[src/rtl/flag_cond_unit.sv]
// flag_cond_unit: NZCV flag register plus ARM condition / CBZ / CBNZ / B resolution, registered taken output.
// Optional macro FLAG_FWD_EN: B.cond sees same-cycle flag writes (zero-bubble SUBS -> B.cond).
`default_nettype none

module flag_cond_unit (
  input  logic       clk,
  input  logic       reset,
  input  logic       negative,
  input  logic       zero,
  input  logic       overflow,
  input  logic       carry_out,
  input  logic       set_flags,
  input  logic       flag_logic,
  input  logic       br_valid,
  input  logic [1:0] br_kind,
  input  logic [3:0] cond,
  output logic       taken,
  output logic       taken_valid,
  output logic [3:0] flags
);

  localparam logic [1:0] KIND_BCOND = 2'b00;
  localparam logic [1:0] KIND_CBZ   = 2'b01;
  localparam logic [1:0] KIND_CBNZ  = 2'b10;
  localparam logic [1:0] KIND_B     = 2'b11;

  logic [3:0] flags_q;
  logic [3:0] flags_next;
  logic [3:0] eval_flags;
  logic       f_n, f_z, f_c, f_v;
  logic       cond_true;
  logic       decision;

  // Logical ops only define N and Z; C and V are cleared.
  assign flags_next = flag_logic ? {negative, zero, 2'b00}
                                 : {negative, zero, carry_out, overflow};

`ifdef FLAG_FWD_EN
  assign eval_flags = set_flags ? flags_next : flags_q;
`else
  assign eval_flags = flags_q;
`endif

  assign {f_n, f_z, f_c, f_v} = eval_flags;

  always_comb begin
    cond_true = 1'b1;
    case (cond)
      4'b0000: cond_true = f_z;
      4'b0001: cond_true = !f_z;
      4'b0010: cond_true = f_c;
      4'b0011: cond_true = !f_c;
      4'b0100: cond_true = f_n;
      4'b0101: cond_true = !f_n;
      4'b0110: cond_true = f_v;
      4'b0111: cond_true = !f_v;
      4'b1000: cond_true = f_c && !f_z;
      4'b1001: cond_true = !f_c || f_z;
      4'b1010: cond_true = (f_n == f_v);
      4'b1011: cond_true = (f_n != f_v);
      4'b1100: cond_true = !f_z && (f_n == f_v);
      4'b1101: cond_true = f_z || (f_n != f_v);
      default: cond_true = 1'b1;
    endcase
  end

  // CBZ/CBNZ test the ALU zero output directly (ALU in pass-B mode).
  always_comb begin
    decision = 1'b0;
    case (br_kind)
      KIND_BCOND: decision = cond_true;
      KIND_CBZ:   decision = zero;
      KIND_CBNZ:  decision = !zero;
      KIND_B:     decision = 1'b1;
      default:    decision = 1'b0;
    endcase
  end

  always_ff @(posedge clk) begin
    if (reset) begin
      flags_q     <= 4'b0000;
      taken       <= 1'b0;
      taken_valid <= 1'b0;
    end else begin
      if (set_flags) begin
        flags_q <= flags_next;
      end
      taken_valid <= br_valid;
      if (br_valid) begin
        taken <= decision;
      end
    end
  end

  assign flags = flags_q;

endmodule

`default_nettype wire
[config.mk]
export PLATFORM = sky130hd
export DESIGN_NAME = flag_cond_unit
export DESIGN_NICKNAME = d
export VERILOG_FILES = /design/src/rtl/flag_cond_unit.sv
export SDC_FILE = /design/constraint.sdc
export NUM_CORES = 1
export LEC_CHECK = 0
export ABC_CLOCK_PERIOD_IN_PS = 1100
export CORE_AREA = 2 2 39 41
export DETAILED_ROUTE_END_ITERATION = 7
export DIE_AREA = 0 0 41 43
export PLACE_DENSITY_LB_ADDON = 0.25
export SLEW_MARGIN = 10
export SYNTH_ARGS = -nofsm -noshare
export SYNTH_HDL_FRONTEND = slang
export SYNTH_SLANG_ARGS = --single-unit
[constraint.sdc]
create_clock -name clk -period 1.1 [get_ports clk]
set_input_delay 0.11 -clock clk [delete_from_list [all_inputs] [get_ports clk]]
set_output_delay 0.11 -clock clk [all_outputs]
set_load 0.01 [all_outputs]
# After elaboration in Yosys (flattened, before gate mapping)
# Cells that the tools add are included.
[word_totals]
regBits = 6
latchBits = 0
ramBits = 0
rom_bits = 0
inputBits = 15
output_inout_bits = 6
wordCells = 35
n_memories = 0
[classes]
n_addsub = 0
mul = 0
div = 0
magnitude_cmp = 0
n_eq_ne = 18
shift = 0
n_mux = 3
bitwise_logic = 0
n_reduce_logical = 11
[op_table]
columns = ["op", "count"]
rows = [
  ["$eq 4x4->1 const B", 6],
  ["$eq 4x3->1 const B", 4],
  ["$pmux 1 s14", 1],
  ["$eq 4x2->1 const B", 2],
  ["$logic_not 1->1", 5],
  ["$eq 2x2->1 const B", 2],
  ["$eq 4x1->1 const B", 1],
  ["$logic_not 4->1", 1],
  ["$pmux 1 s4", 1],
  ["$eq 2x1->1 const B", 1],
  ["$logic_and 1x1->1", 2],
  ["$logic_not 2->1", 1],
  ["$logic_or 1x1->1", 2],
  ["$mux 2", 1],
  ["$eq 1x1->1", 1],
  ["$ne 1x1->1", 1],
]

# Logic depth before layout (Yosys ltp)
# Gate-level depths: netlist of the first run.
[depth]
word_depth = 4
depth_mapped = 4
ltp_nobuf = 4

# Least setup slack after synthesis of the first run
# No wires, ideal clock.
[synth_timing]
path_kind = "register to register"
startpoint = "register flags_q[0] (netlist: flags[0])"
endpoint = "register taken"
setup_ps = 96
arrival_ps = 1120
required_ps = 1004
setup_slack_ps = -115
stages_incl_launch_ff = 5
path_buffers = 0
synth_period_minus_slack_ps = 1215
path_cell_list = "dfxtp_1 -> xor2_1 -> xnor2_1 -> o21ai_1 -> o41ai_2"
[synth_between]
elab_chain_len = 4
word_cells_on_any_way = 7
classes_between = "2 x eq/ne; 2 x mux; 3 x reduce/logical"
[synth_rtl]
columns = ["element", "line_no", "source"]
rows = [
  ["from (decl)", "27", "logic [3:0] flags_q;"],
  ["from (signal assigned)", "86", "flags_q <= flags_next;"],
  ["$ne 1x1->1 or $eq 1x1->1 (tied branches)", "n/a", ""],
  ["$logic_or 1x1->1 or $logic_and 1x1->1 (tied branches)", "62, 61", ""],
  ["$pmux 1 s14 (*)", "48", "case (cond)"],
  ["$pmux 1 s4 (*)", "70", "case (br_kind)"],
  ["to (signal assigned)", "90", "taken <= decision;"],
  ["to (decl)", "17", "output logic taken,"],
]
# Every way passes the cells marked *; elsewhere a longest branch is shown, timed or not.
# A chain may end at the register's enable or synchronous reset.

==> summary.md, run 1 <==
| Metric | Value |
|---|---|
| Worst VDD drop | approximately 0.54 mV |
| Setup CP Type | input port to register |
| Synthesized area | 380 µm² |
| DRT Pass-1 Iters | 4 |
| IO buf count | 20 |
| CP max-delay cell | clkdlybuf4s50_1 |
| Fraction of layout cells with a size suffix above 1 | about 28% |
| Global-route wire length before repair | 1540 µm |
| Dominant cells by area after synthesis | dfxtp_1 (32%), mux2i_1 (16%), nand3b_1 (9.9%) |
| Filler cells | about 150 |
| Post-DR vias/cell | approximately 4.6 |
| Crit path launch type | input port |
| Share of the synthesized area in the top cell type | a little under a third |
| I/O pins | 21 |
| CP bufs+invs | 1 |
| ANT cells | 0 |
| Violated checks | setup timing |
| Setup crit end kind | register |
| CP Data Required Time | about 1200 ps |
| Post-Syn Instances | 40 |
| Max Fclk | around 840 MHz |
| Max Cap Violations | 0 |
| Synthesis-stage register bit count | 6 |
| DRT Wirelength | 960 µm |
| Yosys warning total | 0 |
| Hold Fails Final Rpt | 0 |
| Clock latency on the worst-skew pair | 240 ps |
| Fin. max-slew vios | 0 |
| Library cells used by synthesis | 20 |
| Synth-to-Final Area Change | 91.1% |
| RSZ-0062 raised after global routing | yes |
| Initial antenna violation count | 0 |
| Die height | ~43 µm |
| Hold Buf Count CTS | 0 |
| Clk pin slew, worst setup/hold paths | about 40 ps |
| Power Dens Cells | between 900 and 1000 mW/mm² |
| Placer Congestion | between 0.7 and 0.8 |
| Max incr delay on CP | ~410 ps |
| H-tree levels | 1 |
| Tcrit/Tclk final | 108% |
| Yosys top cell by area | dfxtp_1 |
| Leakage Power | approximately 0.31 nW |
| Clock buffer depth | 2 |
| Routed via count | ~410 |
| Root Driver | clkbuf_4 |
| Worst hold path class | input port to register |
| Core box area | 0.00138 mm² |
| Nets | 90 |
| Slew headroom | 84.4% |
| Setup violators final | 1 |
| Dpl ws | -460 ps |
| Overall Global Routing Usage | between 10% and 20% |
| Final HPWL DP | 790 µm |
| Initial Util | approximately 27% |
| Post-synth EDFFs | 0 |
| GRT overflow | 0 |
| Die W | between 40 and 50 µm |
| Area of the die | between 0.0015 and 0.002 mm² |
| DR iter-0 viols | 7 |
| CP arrival | about 1300 ps |
| Fin util | around 53% |
| Crit path time final | between 1000 and 1500 ps |
| Routed len/inst | between 10 and 15 µm |
| Std-Cell Rows | 14 |
| ANT nets after route | 0 |
| Worst-Margin Slew | 233 ps |
| Post-synthesis async set-or-reset flop share | 0% |
| Crit path cell chain | clkdlybuf4s50_1, o21bai_1, a211oi_1, o21ai_1, o41ai_2 |
| CTS Sinks | 6 |
| DRC viols | 0 |
| Largest net degree at the start of global routing | 7 |
| Crit-path max FO | 2 |
| Worst hold margin | between 400 and 500 ps |
| Top Family by Delay on Critical Path | compound AO/OA/AOI/OAI gates |
| CTS Buf Count | 3 |
| Vias in the first global route | roughly 400 |
| Sequential area share after synthesis | a little under a third |
| Syn_area_per_cell | 9.51 µm² |
| Syn Nets | 55 |
| Status | finished, violations left |
| Final setup margin | -88.3 ps |
| Clock Skew | roughly 6.5 ps |
| Commonest cells in the netlist | dfxtp_1 (6), mux2i_1 (6), nand3b_1 (5), xnor2_1 (3) |
| CTS tree | done |
| Ys flop type | dfxtp_1 |
## per-layer routing
layer  wire, µm  GRT usage, %  vias to the layer above
met3         41          1.57                        2
met2        487          20.3                        8
met1        422          14.7                      186
met5          0             0                        -
li1           -             -                      216
met4          8          10.0                        0
## tightest hold or removal path, cell delays in order
cell	delay [ps]
dlygate4sd2_1	260
buf_4	120
mux2i_1	50
nor2_1	80
## through the flow
step	power [mW]	setup TNS, ps	instance area (µm²)	std cells
6_report	0.655	-88.3	727	90
3_5_place_dp	0.453	-460	692	86
5_1_grt	0.702	-177	727	90
3_3_place_gp	0.451	-417	692	86
4_1_cts	0.671	-108	728	90
2_1_floorplan	0.318	-10.3	397	40
## registers in the layout, summed over array words and instances (netlist names)
name and count:
taken 1, flags 4, taken_valid 1
## final timing paths
check / end / slack, ps / cells past startpoint / startpoint
worst max-delay path: taken$_SDFFE_PP0P_ / -90 / 5 / reset
worst min-delay path: flags[2]$_SDFFE_PP0P_ / 420 / 4 / zero
worst max register to register: taken$_SDFFE_PP0P_ / -90 / 4 / flags[3]$_SDFFE_PP0P_
worst min register to register: flags[1]$_SDFFE_PP0P_ / 500 / 2 / flags[1]$_SDFFE_PP0P_
## layout make-up
class	instances	area (µm²)	area share, %
multi-input combinational	34	289	39.8
timing repair buffer	30	263	36.1
sequential	6	129	17.7
clock buffer	4	26.3	3.61
tap	16	20.0	2.75
## logic make-up (layout without fill, tap and decap cells)
| logic type | after synthesis | count (layout) | share of synthesized area, % |
|---|---|---|---|
| AND/OR/NAND/NOR | 16 | 16 | 27.0 |
| AO/OA/AOI/OAI | 8 | 8 | 16.4 |
| multiplexers | 6 | 6 | 15.8 |
| flip-flops | 6 | 6 | 31.6 |
| XOR/XNOR | 4 | 4 | 9.21 |
| buffers and inverters | 0 | 34 | 0 |
## timing repair
| action | in CTS | in global routing |
|---|---|---|
| pin swaps | 1 | 1 |
| gates cloned | 0 | 0 |
| setup buffers | 0 | 0 |
| endpoints found under the setup margin | 7 | 2 |
| resized for setup | 12 | 2 |
## power breakdown
group | leakage (nW) | total [mW] | internal [mW] | switching [mW]
clock | 0.0150 | 0.212 | 0.137 | 0.0751
sequential | 0.0511 | 0.245 | 0.231 | 0.0140
combinational | 0.244 | 0.198 | 0.127 | 0.0708
## placed cells by master (no fill, tap or decap), types with 2 or more instances in the layout
master / n
nand2b_1: 2
nor2_1: 2
a21oi_1: 2
dfxtp_4: 2
nand3b_1: 5
xnor2_1: 3
nor2b_1: 2
dlygate4sd2_1: 6
buf_4: 10
dfxtp_1: 3
mux2i_1: 5
clkbuf_4: 3
clkdlybuf4s50_1: 12
No activity file was read; power rests on OpenSTA's default activity.
==> run 2: changes to the inputs <==
CTS_CLUSTER_SIZE = 20   (was default)
==> results of run 2 <==
Same layout as run 1: the final DEF is identical, and so are final timing and power.
==> run 3: changes to the inputs <==
CAP_MARGIN = 5   (was default)
==> results of run 3 <==
Same layout as run 1: the final DEF is identical, and so are final timing and power.
